File: src/rtl/icb2axi_pipe.sv
// icb2axi_pipe: single-beat ICB-to-AXI4 bridge with a registered command stage.
//
// A command accepted on ICB is captured into one hold register. The AXI
// AR or AW/W valids are driven straight from flags in that register, so
// they never depend on any ready. Responses return to ICB in command order.
// A 1-bit order FIFO records read (1) or write (0) for each accepted command.
//
// Ports
//   clk, rst               rising-edge clock; asynchronous active-low reset
//   i_icb_cmd_*            ICB command channel (valid/ready/read/addr/wdata/wmask/size)
//   i_icb_rsp_*            ICB response channel (valid/ready/err/rdata)
//   o_axi_ar*, o_axi_aw*   AXI address channels (single beat, len 0, fixed attributes)
//   o_axi_w*               AXI write data channel (wlast always 1)
//   o_axi_r*, o_axi_b*     AXI read data and write response channels
//   o_outs_cnt             accepted-but-unresponded transaction count
//   o_proto_err            sticky flag: an R beat arrived with rlast=0
module icb2axi_pipe #(
  parameter int AW       = 32,
  parameter int DW       = 64,
  parameter int OUTS_NUM = 8,
  parameter int LOCKW    = 1,
  parameter int AXILENW  = 8,
  parameter int CNTW     = 4
) (
  input  logic               clk,
  input  logic               rst,
  input  logic               i_icb_cmd_valid,
  output logic               i_icb_cmd_ready,
  input  logic               i_icb_cmd_read,
  input  logic [AW-1:0]      i_icb_cmd_addr,
  input  logic [DW-1:0]      i_icb_cmd_wdata,
  input  logic [DW/8-1:0]    i_icb_cmd_wmask,
  input  logic [2:0]         i_icb_cmd_size,
  output logic               i_icb_rsp_valid,
  input  logic               i_icb_rsp_ready,
  output logic               i_icb_rsp_err,
  output logic [DW-1:0]      i_icb_rsp_rdata,
  output logic               o_axi_arvalid,
  input  logic               o_axi_arready,
  output logic [AW-1:0]      o_axi_araddr,
  output logic [3:0]         o_axi_arcache,
  output logic [2:0]         o_axi_arprot,
  output logic [LOCKW-1:0]   o_axi_arlock,
  output logic [1:0]         o_axi_arburst,
  output logic [AXILENW-1:0] o_axi_arlen,
  output logic [2:0]         o_axi_arsize,
  output logic               o_axi_awvalid,
  input  logic               o_axi_awready,
  output logic [AW-1:0]      o_axi_awaddr,
  output logic [3:0]         o_axi_awcache,
  output logic [2:0]         o_axi_awprot,
  output logic [LOCKW-1:0]   o_axi_awlock,
  output logic [1:0]         o_axi_awburst,
  output logic [AXILENW-1:0] o_axi_awlen,
  output logic [2:0]         o_axi_awsize,
  output logic               o_axi_wvalid,
  input  logic               o_axi_wready,
  output logic [DW-1:0]      o_axi_wdata,
  output logic [DW/8-1:0]    o_axi_wstrb,
  output logic               o_axi_wlast,
  input  logic               o_axi_rvalid,
  output logic               o_axi_rready,
  input  logic [DW-1:0]      o_axi_rdata,
  input  logic [1:0]         o_axi_rresp,
  input  logic               o_axi_rlast,
  input  logic               o_axi_bvalid,
  output logic               o_axi_bready,
  input  logic [1:0]         o_axi_bresp,
  output logic [CNTW-1:0]    o_outs_cnt,
  output logic               o_proto_err
);

  localparam int SZMAX = $clog2(DW/8);
  localparam int PTRW  = $clog2(OUTS_NUM);

  // Beats wider than the bus are clamped to the bus width.
  function automatic logic [2:0] sat_size(input logic [2:0] sz);
    if (sz > 3'(SZMAX)) return 3'(SZMAX);
    return sz;
  endfunction

  logic [AW-1:0]   addr_p0;
  logic [DW-1:0]   data_p0;
  logic [DW/8-1:0] mask_p0;
  logic [2:0]      size_p0;
  logic            ar_vld_p0, aw_vld_p0, w_vld_p0;

  logic            ord_mem [OUTS_NUM];
  logic [PTRW-1:0] wr_ptr, rd_ptr;
  logic [CNTW-1:0] ord_cnt;

  logic hold_free, ord_full, nonempty, head;
  logic cmd_hs, rsp_hs, r_hs;
  logic unused_resp;

  assign unused_resp = ^{o_axi_rresp[0], o_axi_bresp[0]};

  // Hold stage is free when every pending channel completes this cycle.
  assign hold_free = (~ar_vld_p0 | o_axi_arready) &
                     (~aw_vld_p0 | o_axi_awready) &
                     (~w_vld_p0  | o_axi_wready);

  assign nonempty = (ord_cnt != '0);
  assign head     = ord_mem[rd_ptr];
  assign rsp_hs   = i_icb_rsp_valid & i_icb_rsp_ready;
  assign r_hs     = o_axi_rvalid & o_axi_rready;
  // A pop in the same cycle frees a slot, so a full FIFO can still accept.
  assign ord_full = (ord_cnt == CNTW'(OUTS_NUM)) & ~rsp_hs;

  assign i_icb_cmd_ready = rst & hold_free & ~ord_full;
  assign cmd_hs          = i_icb_cmd_valid & i_icb_cmd_ready;

  // ---- stage p0: command hold register (data, no reset) ----
  always_ff @(posedge clk) begin
    if (cmd_hs) begin
      addr_p0         <= i_icb_cmd_addr;
      data_p0         <= i_icb_cmd_wdata;
      mask_p0         <= i_icb_cmd_wmask;
      size_p0         <= i_icb_cmd_size;
      ord_mem[wr_ptr] <= i_icb_cmd_read;
    end
  end

  always_ff @(posedge clk or negedge rst) begin
    if (!rst) begin
      ar_vld_p0   <= 1'b0;
      aw_vld_p0   <= 1'b0;
      w_vld_p0    <= 1'b0;
      wr_ptr      <= '0;
      rd_ptr      <= '0;
      ord_cnt     <= '0;
      o_proto_err <= 1'b0;
    end else begin
      if (cmd_hs) begin
        ar_vld_p0 <= i_icb_cmd_read;
        aw_vld_p0 <= ~i_icb_cmd_read;
        w_vld_p0  <= ~i_icb_cmd_read;
        wr_ptr    <= wr_ptr + 1'b1;
      end else begin
        ar_vld_p0 <= ar_vld_p0 & ~o_axi_arready;
        aw_vld_p0 <= aw_vld_p0 & ~o_axi_awready;
        w_vld_p0  <= w_vld_p0  & ~o_axi_wready;
      end
      if (rsp_hs) rd_ptr <= rd_ptr + 1'b1;
      case ({cmd_hs, rsp_hs})
        2'b10:   ord_cnt <= ord_cnt + 1'b1;
        2'b01:   ord_cnt <= ord_cnt - 1'b1;
        default: ord_cnt <= ord_cnt;
      endcase
      if (r_hs && !o_axi_rlast) o_proto_err <= 1'b1;
    end
  end

  // ---- stage p0 -> AXI request channels ----
  assign o_axi_arvalid = ar_vld_p0;
  assign o_axi_araddr  = addr_p0;
  assign o_axi_arcache = '0;
  assign o_axi_arprot  = '0;
  assign o_axi_arlock  = '0;
  assign o_axi_arburst = '0;
  assign o_axi_arlen   = '0;
  assign o_axi_arsize  = sat_size(size_p0);

  assign o_axi_awvalid = aw_vld_p0;
  assign o_axi_awaddr  = addr_p0;
  assign o_axi_awcache = '0;
  assign o_axi_awprot  = '0;
  assign o_axi_awlock  = '0;
  assign o_axi_awburst = '0;
  assign o_axi_awlen   = '0;
  assign o_axi_awsize  = sat_size(size_p0);

  assign o_axi_wvalid  = w_vld_p0;
  assign o_axi_wdata   = data_p0;
  assign o_axi_wstrb   = mask_p0;
  assign o_axi_wlast   = 1'b1;

  // ---- response path: only the channel matching the FIFO head is served ----
  assign o_axi_rready    = nonempty & head & i_icb_rsp_ready;
  assign o_axi_bready    = nonempty & ~head & i_icb_rsp_ready;
  assign i_icb_rsp_valid = nonempty & (head ? o_axi_rvalid : o_axi_bvalid);
  assign i_icb_rsp_err   = i_icb_rsp_valid &
                           (head ? (o_axi_rresp[1] | ~o_axi_rlast) : o_axi_bresp[1]);
  assign i_icb_rsp_rdata = (i_icb_rsp_valid & head) ? o_axi_rdata : '0;
  assign o_outs_cnt      = ord_cnt;

endmodule

File: config.mk
export PLATFORM = sky130hd
export DESIGN_NAME = icb2axi_pipe
export DESIGN_NICKNAME = d
export VERILOG_FILES = /design/src/rtl/icb2axi_pipe.sv
export SDC_FILE = /design/constraint.sdc
export NUM_CORES = 1
export LEC_CHECK = 0
export BUFFER_PORTS_ARGS = -buffer_cell sky130_fd_sc_hd__buf_4
export CORE_AREA = 2 2 170 172
export DETAILED_ROUTE_END_ITERATION = 12
export DIE_AREA = 0 0 172 174
export PLACE_DENSITY = 0.56
export SYNTH_ARGS = -nofsm -noshare
export SYNTH_HDL_FRONTEND = slang
export SYNTH_SLANG_ARGS = --single-unit
File: constraint.sdc
create_clock -name clk -period 4 [get_ports clk]
set_input_delay 0.4 -clock clk [delete_from_list [all_inputs] [get_ports clk]]
set_output_delay 0.4 -clock clk [all_outputs]
set_load 0.005 [all_outputs]
==> impl_summary.log, run 1 <==
[metrics] Setup Skew: 7.17 ps
[metrics] post-detailed-route DRC marker count: 0
[metrics] r2r endpoint: o_outs_cnt[2]
[metrics] initial standard-cell utilization of the core: 0.197
[metrics] largest cells by area after synthesis: sky130_fd_sc_hd__edfxtp_1, sky130_fd_sc_hd__buf_4, sky130_fd_sc_hd__and2_1, sky130_fd_sc_hd__dfrtp_1, sky130_fd_sc_hd__buf_6
[metrics] quantity of I/O buffers inserted on ports: 400
[metrics] maximum number of buffers from clock root to sink: 2
[metrics] HPWL after detailed placement: 17.0 mm
[metrics] post-synthesis cell count: 371
[metrics] root buffer cell: sky130_fd_sc_hd__clkbuf_16
[metrics] grt ovf: 0
[metrics] flop-to-flop setup slack: 1190 ps
[metrics] CP Capture Type: primary output
[metrics] peak clock frequency supported by timing: 325 MHz
[metrics] post-synthesis sequential element count: 129
[metrics] Int Power: 3.37 mW
[metrics] critical path, cell by cell: mux2_4, a2bb2oi_2, and2_1, and3_4, and2_1, buf_4
[metrics] WL per Instance: 17.5 µm
[metrics] kind of start point of the critical path: flip-flop
[metrics] total routed wire length on the met1 layer: 6.19 mm
[metrics] FF/Latch Area: 0.00380 mm²
[metrics] worst setup slack after layout: 926 ps
[metrics] library cell occupying the most area in the post-synthesis netlist: sky130_fd_sc_hd__edfxtp_1
[metrics] count leader, synth: sky130_fd_sc_hd__edfxtp_1
[metrics] clock tree from TritonCTS: yes
[metrics] run status: complete, no violations
[metrics] Core Region: 0.0282 mm²
[metrics] Min-Delay Startpoint: i_icb_cmd_addr[11]
[metrics] leading register cell type out of synthesis: sky130_fd_sc_hd__edfxtp_1
[metrics] top metal layer carrying routed signals: met4
[metrics] number of ports placed on the die boundary: 442
[metrics] count of vias placed by the detailed router: 4199
[metrics] cell area after synthesis: 0.00556 mm²
[metrics] reg-to-reg startpoint: o_outs_cnt[1]
[metrics] number of rows created at floorplan: 62
[metrics] DRT Pass-1 Iters: 6
[metrics] wire length of the first global-routing pass: 27.4 mm
[metrics] hold-fix buffer count after cts: 1
[metrics] post-cts gate resize count: 0
[metrics] critical path start-end classification: flip-flop to primary output
[metrics] number of DRC markers in iteration 0: 106
[metrics] post-placement worst setup slack: 1190 ps
[metrics] wire length after detailed routing: 20.0 mm
[metrics] type of the most critical hold path: input pin to flip-flop
[metrics] Die Width: 172 µm
[metrics] power share of the sequential group: 0.384
[metrics] switching power share of the total: 0.283
[metrics] clock slew at the register clock pins of the worst setup and hold paths: 60 ps
[metrics] category of cells accounting for the largest share of critical-path delay: simple AND/OR/NAND/NOR gates
[metrics] post-route minimum period: 3070 ps
[metrics] total power consumption of the routed design: 4.70 mW
[metrics] antenna violations before repair: 3
[metrics] number of instances on the worst hold path: 1
[metrics] remaining number of nets flagged by the antenna check after routing: 0
[metrics] Final setup viols: 0
[metrics] number of cells traversed by the worst register-to-register path: 11
[metrics] post-synth top area share: 0.621
[metrics] maximum net fanout on the critical path: 65
[metrics] Worst Path Required: 3600 ps
[metrics] setup repair after global routing missed its margin: false
[metrics] layout overhead on the synthesized area: 64.1%
[metrics] arrival time of data at the critical path endpoint: 2670 ps
[metrics] cell with the biggest individual delay on the critical path: sky130_fd_sc_hd__and3_4
[metrics] asr flop ratio synth: 0.109
[metrics] peak supply drop: 0.353 mV
[metrics] total CTS buffers: 17
[metrics] fraction of layout instances using a drive strength above 1: 0.589
[metrics] number of enable-type register cells in the synthesized netlist: 115
[metrics] Die Span Y: 174 µm
[metrics] number of maximum-capacitance constraint violations: 0
[metrics] total negative setup slack: 0 ps
[metrics] synthesis warning total: 0
[metrics] weighted congestion reported at the end of routability-driven placement: 0.768
[metrics] Final Max Tran Viols: 0
[metrics] Via-to-Cell Ratio: 3.67
[metrics] combined area of the multi-input logic cells: 0.00122 mm²
[metrics] antenna diode instance count: 0
[metrics] fill count: 2871
[metrics] maximum number of pins on one net before global-route repair: 66
[metrics] list of most frequent post-synthesis cells: sky130_fd_sc_hd__edfxtp_1, sky130_fd_sc_hd__buf_4, sky130_fd_sc_hd__and2_1
[metrics] vias in the first global route: 4272
[metrics] relative contribution of combinational cells to total power: 0.304
[metrics] final net count: 938
[metrics] proportion of power drawn by the clock network: 0.312
[metrics] H-tree Lvls: 4
[metrics] routed length on met3: 2.19 mm
[metrics] Tcrit/Tclk final: 0.768
[metrics] final hold violation count: 0
[metrics] Overall Global Routing Usage: 0.130
[metrics] met2 wire length: 11.3 mm
[metrics] Total Die Area: 0.0299 mm²
[metrics] post-route worst hold slack: 163 ps
[metrics] leakage: 4.07 nW
[metrics] per-instance average area after synthesis: 15.0 µm²
[metrics] number of sinks driven by the clock tree: 129
[metrics] register area share after synthesis: 0.684
[metrics] net switching power of the design: 1.33 mW
[metrics] worst hold path endpoint: o_axi_araddr[11]
[metrics] most frequent cell on the critical path: sky130_fd_sc_hd__and2_1
[metrics] total setup buffers inserted after CTS: 0
[metrics] Critical path buffers and inverters: 1
[metrics] largest stage delay on the critical path: 570 ps
[metrics] insertion delay to the later sink of the worst-skew pair: 410 ps
[metrics] power per unit of standard cell area: 515 mW/mm²
[metrics] count of distinct cell types in the synthesized netlist: 43
==> per-stage QoR <==
stage                     cells  instance area (µm²)  utilization
after floorplan             408                 5700            -
after global placement     1111                 8560        0.303
after detailed placement   1111                 8560        0.303
after CTS                  1143                 9130        0.323
after global routing       1143                 9130        0.323
final                      1143                 9130        0.323
==> worst reg2reg max path, delay by kind of cell (launching register included) <==
family                   cells  cell delay (ps)
AO/OA/AOI/OAI                2              270
adder cells (fa/ha/maj)      2              470
AND/OR/NAND/NOR              4             1080
XOR/XNOR                     3              390
flip-flops                   1              470
==> power groups by stage <==
stage / Combinational, mW / Clock [mW] / Sequential, mW
final: 1.43 / 1.47 / 1.80
after global routing: 1.60 / 1.56 / 1.83
after CTS: 1.49 / 1.51 / 1.81
after detailed placement: 1.49 / 0 / 1.83
after global placement: 1.47 / 0 / 1.82
after floorplan: 0.780 / 0 / 1.80
==> flip-flops by register name, summed over array words and instances (netlist names), 3 cells and up <==
name          cells
o_outs_cnt        4
wr_ptr            3
o_axi_araddr     32
rd_ptr            3
size_p0           3
o_axi_wstrb       8
o_axi_wdata      64
ord_mem           8
==> final cells by class <==
class,count,area share
clock buffer,20,0.0478
clock inverter,11,0.0128
inverter,6,0.00274
timing repair buffer,403,0.333
sequential,129,0.417
tap,384,0.0526
multi-input combinational,190,0.134
==> placed cells by master, fill, tap and decap left out, drive strengths merged, types with 2 or more instances in the layout <==
master	Yosys	final
bufinv	0	2
nand3b	2	2
ha	5	5
clkinvlp	0	2
nor4	3	3
o21ai	5	5
or2	2	2
mux2	5	5
nor3	6	6
nand2b	4	4
conb	2	39
clkinv	0	7
edfxtp	115	115
nand4	4	4
buf	82	402
a21oi	4	4
nor2	4	4
xnor2	3	3
and2	67	67
clkbuf	1	20
dfrtp	14	14
nand2	5	5
inv	6	6
mux2i	5	5
xor2	6	6
nor2b	4	4
and3	4	4
nand3	5	5
==> metal layers <==
metal,vias to the layer above,global-route usage
met5,-,0
met4,0,0.0371
met3,18,0.0571
met2,271,0.259
met1,1976,0.115
li1,1934,-
==> how the worst max path moves through the flow <==
| stage | startpoint | end | slack [ps] | cells after the start |
|---|---|---|---|---|
| 2_1_floorplan | o_outs_cnt[1] | o_outs_cnt[2] | 1360 | 12 |
| 3_3_place_gp | o_outs_cnt[1] | o_outs_cnt[2] | 1160 | 11 |
| 3_5_place_dp | o_outs_cnt[1] | o_outs_cnt[2] | 1190 | 11 |
| 4_1_cts | rd_ptr[0] | i_icb_rsp_rdata[43] | 800 | 6 |
| 5_1_grt | rd_ptr[0] | i_icb_rsp_rdata[43] | 640 | 6 |
| 6_report | rd_ptr[0] | i_icb_rsp_rdata[43] | 930 | 6 |
==> cell families after synthesis <==
family                   count (synthesis)  share of synthesized area
buffers and inverters                   89                      0.121
XOR/XNOR                                 9                     0.0142
adder cells (fa/ha/maj)                  5                     0.0113
flip-flops                             129                      0.684
AO/OA/AOI/OAI                           14                     0.0205
AND/OR/NAND/NOR                        113                      0.127
other                                    2                    0.00135
multiplexers                            10                     0.0205
(Power assumes the default switching activity.)
==> run 2: changes to the inputs <==
ABC_AREA = 1   (was default)
CORE_AREA = 2 2 172 174   (was 2 2 170 172)
DIE_AREA = 0 0 174 176   (was 0 0 172 174)
PLACE_DENSITY = 0.57   (was 0.56)
clock period = 2.7 ns   (was 4 ns; I/O delays follow)
==> run 2 against run 1 <==
Against the previous run:
- non-clock buffer count is 27 higher
- synthesized cell count is 27% higher
- first-iteration DRC count is 36% higher
- flip-flop and latch count stayed put
- critical path type is now flip-flop to flip-flop
- largest cell class unchanged
- largest power group unchanged
- highest routed layer unchanged
==> impl_summary.log, run 2 <==
[metrics] wire length after detailed routing: 17.7 mm (was 20.0 mm)
[metrics] post-placement worst setup slack: 193 ps (was 1190 ps)
[metrics] asr flop ratio synth: 0.109 (unchanged)
[metrics] FF/Latch Area: 0.00380 mm² (unchanged)
[metrics] vias in the first global route: 4286 (was 4272)
[metrics] Die Span Y: 176 µm (was 174 µm)
[metrics] total CTS buffers: 17 (unchanged)
[metrics] area of all placed cells without fillers: 0.00957 mm² (was 0.00913 mm²)
[metrics] per-instance average area after synthesis: 11.9 µm² (was 15.0 µm²)
[metrics] post-detailed-route DRC marker count: 0 (unchanged)
[metrics] Setup Skew: 17.0 ps (was 7.17 ps)
[metrics] number of DRC markers in iteration 0: 144 (was 106)
[metrics] Via-to-Cell Ratio: 3.42 (was 3.67)
[metrics] fraction of layout instances using a drive strength above 1: 0.517 (was 0.589)
[metrics] run status: complete, no violations (unchanged)
[metrics] post-route minimum period: 2440 ps
[metrics] remaining number of nets flagged by the antenna check after routing: 0 (unchanged)
[metrics] number of sinks driven by the clock tree: 129 (unchanged)
[metrics] H-tree Lvls: 4 (unchanged)
[metrics] synthesis warning total: 0 (unchanged)
[metrics] number of ports placed on the die boundary: 442 (unchanged)
[metrics] Total Die Area: 0.0306 mm² (was 0.0299 mm²)
[metrics] WL per Instance: 13.9 µm (was 17.5 µm)
[metrics] register area share after synthesis: 0.675 (was 0.684)
[metrics] Cells after DPL: 1225 (was 1111)
[metrics] arrival time of data at the critical path endpoint: 2730 ps (was 2670 ps)
[metrics] post-synthesis sequential element count: 129 (unchanged)
[metrics] leading register cell type out of synthesis: sky130_fd_sc_hd__edfxtp_1 (unchanged)
[metrics] number of maximum-capacitance constraint violations: 0 (unchanged)
[metrics] maximum net fanout on the critical path: 10 (was 65)
[metrics] final instance count without filler cells: 1276 (was 1143)
[metrics] quantity of I/O buffers inserted on ports: 400 (unchanged)
[metrics] Final Max Tran Viols: 0 (unchanged)
[metrics] worst setup slack after layout: 260 ps (was 926 ps)
[metrics] peak clock frequency supported by timing: 410 MHz
[metrics] HPWL after detailed placement: 14.5 mm (was 17.0 mm)
[metrics] count leader, synth: sky130_fd_sc_hd__edfxtp_1 (unchanged)
[metrics] DP Area: 0.00877 mm² (was 0.00856 mm²)
[metrics] number of rows created at floorplan: 62 (unchanged)
[metrics] Worst Path Required: 2990 ps (was 3600 ps)
[metrics] insertion delay to the later sink of the worst-skew pair: 420 ps (was 410 ps)
[metrics] peak supply drop: 0.419 mV (was 0.353 mV)
[metrics] Final setup viols: 0 (unchanged)
[metrics] cell area after synthesis: 0.00563 mm² (was 0.00556 mm²)
[metrics] library cell occupying the most area in the post-synthesis netlist: sky130_fd_sc_hd__edfxtp_1 (unchanged)
[metrics] number of enable-type register cells in the synthesized netlist: 115 (unchanged)
[metrics] weighted congestion reported at the end of routability-driven placement: 0.811 (was 0.768)
[metrics] Die Width: 174 µm (was 172 µm)
[metrics] count of distinct cell types in the synthesized netlist: 29 (was 43)
[metrics] largest cells by area after synthesis: sky130_fd_sc_hd__edfxtp_1, sky130_fd_sc_hd__buf_4, sky130_fd_sc_hd__inv_1, sky130_fd_sc_hd__dfrtp_1, sky130_fd_sc_hd__nor2_1 (was sky130_fd_sc_hd__edfxtp_1, sky130_fd_sc_hd__buf_4, sky130_fd_sc_hd__and2_1, sky130_fd_sc_hd__dfrtp_1, sky130_fd_sc_hd__buf_6)
[metrics] post-synthesis cell count: 473 (was 371)
[metrics] Overall Global Routing Usage: 0.109 (was 0.130)
[metrics] post-synth top area share: 0.613 (was 0.621)
[metrics] final net count: 1070 (was 938)
[metrics] clock tree from TritonCTS: yes (unchanged)
[metrics] commonest cells after routing, fill and taps aside: sky130_fd_sc_hd__buf_4, sky130_fd_sc_hd__edfxtp_1, sky130_fd_sc_hd__inv_1 (was sky130_fd_sc_hd__buf_4, sky130_fd_sc_hd__edfxtp_1, sky130_fd_sc_hd__and2_1)
[metrics] count of vias placed by the detailed router: 4365 (was 4199)
[metrics] leakage: 4.66 nW (was 4.07 nW)
[metrics] fill count: 2916 (was 2871)
[metrics] DRT Pass-1 Iters: 4 (was 6)
[metrics] Core Region: 0.0285 mm² (was 0.0282 mm²)
[metrics] maximum number of pins on one net before global-route repair: 65 (was 66)
[metrics] list of most frequent post-synthesis cells: sky130_fd_sc_hd__edfxtp_1, sky130_fd_sc_hd__inv_1, sky130_fd_sc_hd__nor2_1 (was sky130_fd_sc_hd__edfxtp_1, sky130_fd_sc_hd__buf_4, sky130_fd_sc_hd__and2_1)
[metrics] final hold violation count: 0 (unchanged)
[metrics] total setup buffers inserted after CTS: 0 (unchanged)
[metrics] most frequent standard cell in the layout excluding fill and tap cells: sky130_fd_sc_hd__buf_4 (unchanged)
[metrics] maximum number of buffers from clock root to sink: 2 (unchanged)
[metrics] CP Capture Type: flip-flop (was primary output)
[metrics] layout overhead on the synthesized area: 70.0% (was 64.1%)
[metrics] total power consumption of the routed design: 7.26 mW (was 4.70 mW)
[metrics] root buffer cell: sky130_fd_sc_hd__clkbuf_16 (unchanged)
[metrics] number of flip-flops under the largest register name: 64 (unchanged)
[metrics] type of the most critical hold path: input pin to flip-flop (unchanged)
[metrics] grt ovf: 0 (unchanged)
[metrics] combined area of the multi-input logic cells: 971 µm² (was 0.00122 mm²)
[metrics] antenna diode instance count: 0 (unchanged)
[metrics] initial standard-cell utilization of the core: 0.197 (about the same)
[metrics] Tcrit/Tclk final: 0.904
[metrics] power per unit of standard cell area: 759 mW/mm² (was 515 mW/mm²)
[metrics] setup repair after global routing missed its margin: true (was false)
[metrics] critical path start-end classification: flip-flop to flip-flop (was flip-flop to primary output)
[metrics] kind of start point of the critical path: flip-flop (unchanged)
[metrics] clock slew at the register clock pins of the worst setup and hold paths: 60 ps (about the same)
[metrics] antenna violations before repair: 1 (was 3)
[metrics] wire length of the first global-routing pass: 25.1 mm (was 27.4 mm)
[metrics] final core utilization: 0.335 (was 0.323)
run 2: stage by stage:
stage / TNS (ps) / hold WS [ps]
global placement: 0 / 145
finish: 0 / 29.5
detailed placement: 0 / 145
global route: -43.1 / 0.0960
CTS: 0 / 0.0165
floorplan: -52630 / -25.6
run 2: path summary, 6_finish.rpt:
kind | from | end | slack, ps | cells after the start
min in group asynchronous | rst | o_axi_arvalid | 240 | 2
min reg2reg | o_proto_err | o_proto_err | 490 | 1
min | i_icb_cmd_addr[23] | o_axi_araddr[23] | 30 | 1
max | rd_ptr[0] | o_outs_cnt[3] | 260 | 18
max reg2reg | rd_ptr[0] | o_outs_cnt[3] | 260 | 18
max in group asynchronous | rst | rd_ptr[0] | 2270 | 2
run 2: critical path: stages, from the launching register on:
cell and delay [ps]:
sky130_fd_sc_hd__dfrtp_1 440, sky130_fd_sc_hd__inv_2 120, sky130_fd_sc_hd__nand2_1 60, sky130_fd_sc_hd__nand2_1 50, sky130_fd_sc_hd__nand2_1 50, sky130_fd_sc_hd__nand3_2 80, sky130_fd_sc_hd__nand2_2 80, sky130_fd_sc_hd__nand2_2 90
sky130_fd_sc_hd__nand4_4 100, sky130_fd_sc_hd__nand2_4 140, sky130_fd_sc_hd__nand3_4 160, sky130_fd_sc_hd__ha_2 250, sky130_fd_sc_hd__nand2_1 70, sky130_fd_sc_hd__inv_1 50, sky130_fd_sc_hd__nor2_1 130, sky130_fd_sc_hd__nand2_1 90
sky130_fd_sc_hd__o31ai_1 70, sky130_fd_sc_hd__o211ai_1 130, sky130_fd_sc_hd__xor2_1 150
run 2: where the power goes:
part | switching, mW | internal [mW] | leakage (nW) | total [mW]
logic | 1.09 | 1.15 | 3.14 | 2.24
clock network | 0.904 | 1.46 | 0.288 | 2.36
registers | 0.178 | 2.48 | 1.23 | 2.66
total | 2.17 | 5.09 | 4.66 | 7.26
run 2: logic make-up (layout without fill, tap and decap cells):
group	Yosys count	in the layout	synth area share
AO/OA/AOI/OAI	9	9	0.00955
flip-flops	129	129	0.675
AND/OR/NAND/NOR	140	140	0.114
adder cells (fa/ha/maj)	5	5	0.0111
other	2	39	0.00133
XOR/XNOR	7	7	0.0109
buffers and inverters	181	563	0.177
run 2: repair_timing:
action	CTS	global route
setup endpoints to repair	64	36
resized for setup	1	2
cloned	0	0
endpoints found under the hold margin	32	0
hold buffers	19	0
run 2: final cells by class:
cell class                 instances  area share
clock inverter                    15      0.0187
multi-input combinational        200       0.101
sequential                       129       0.397
timing repair buffer             430       0.347
clock buffer                      17      0.0444
tap                              384      0.0502
inverter                         101      0.0405
run 2: layer usage:
metal  GRT usage  up-vias  routed length, µm
met5           0        -                  0
li1            -     2193                  -
met3      0.0310       15                928
met1       0.134     2012               7170
met2       0.184      145               9330
met4      0.0410        0                286
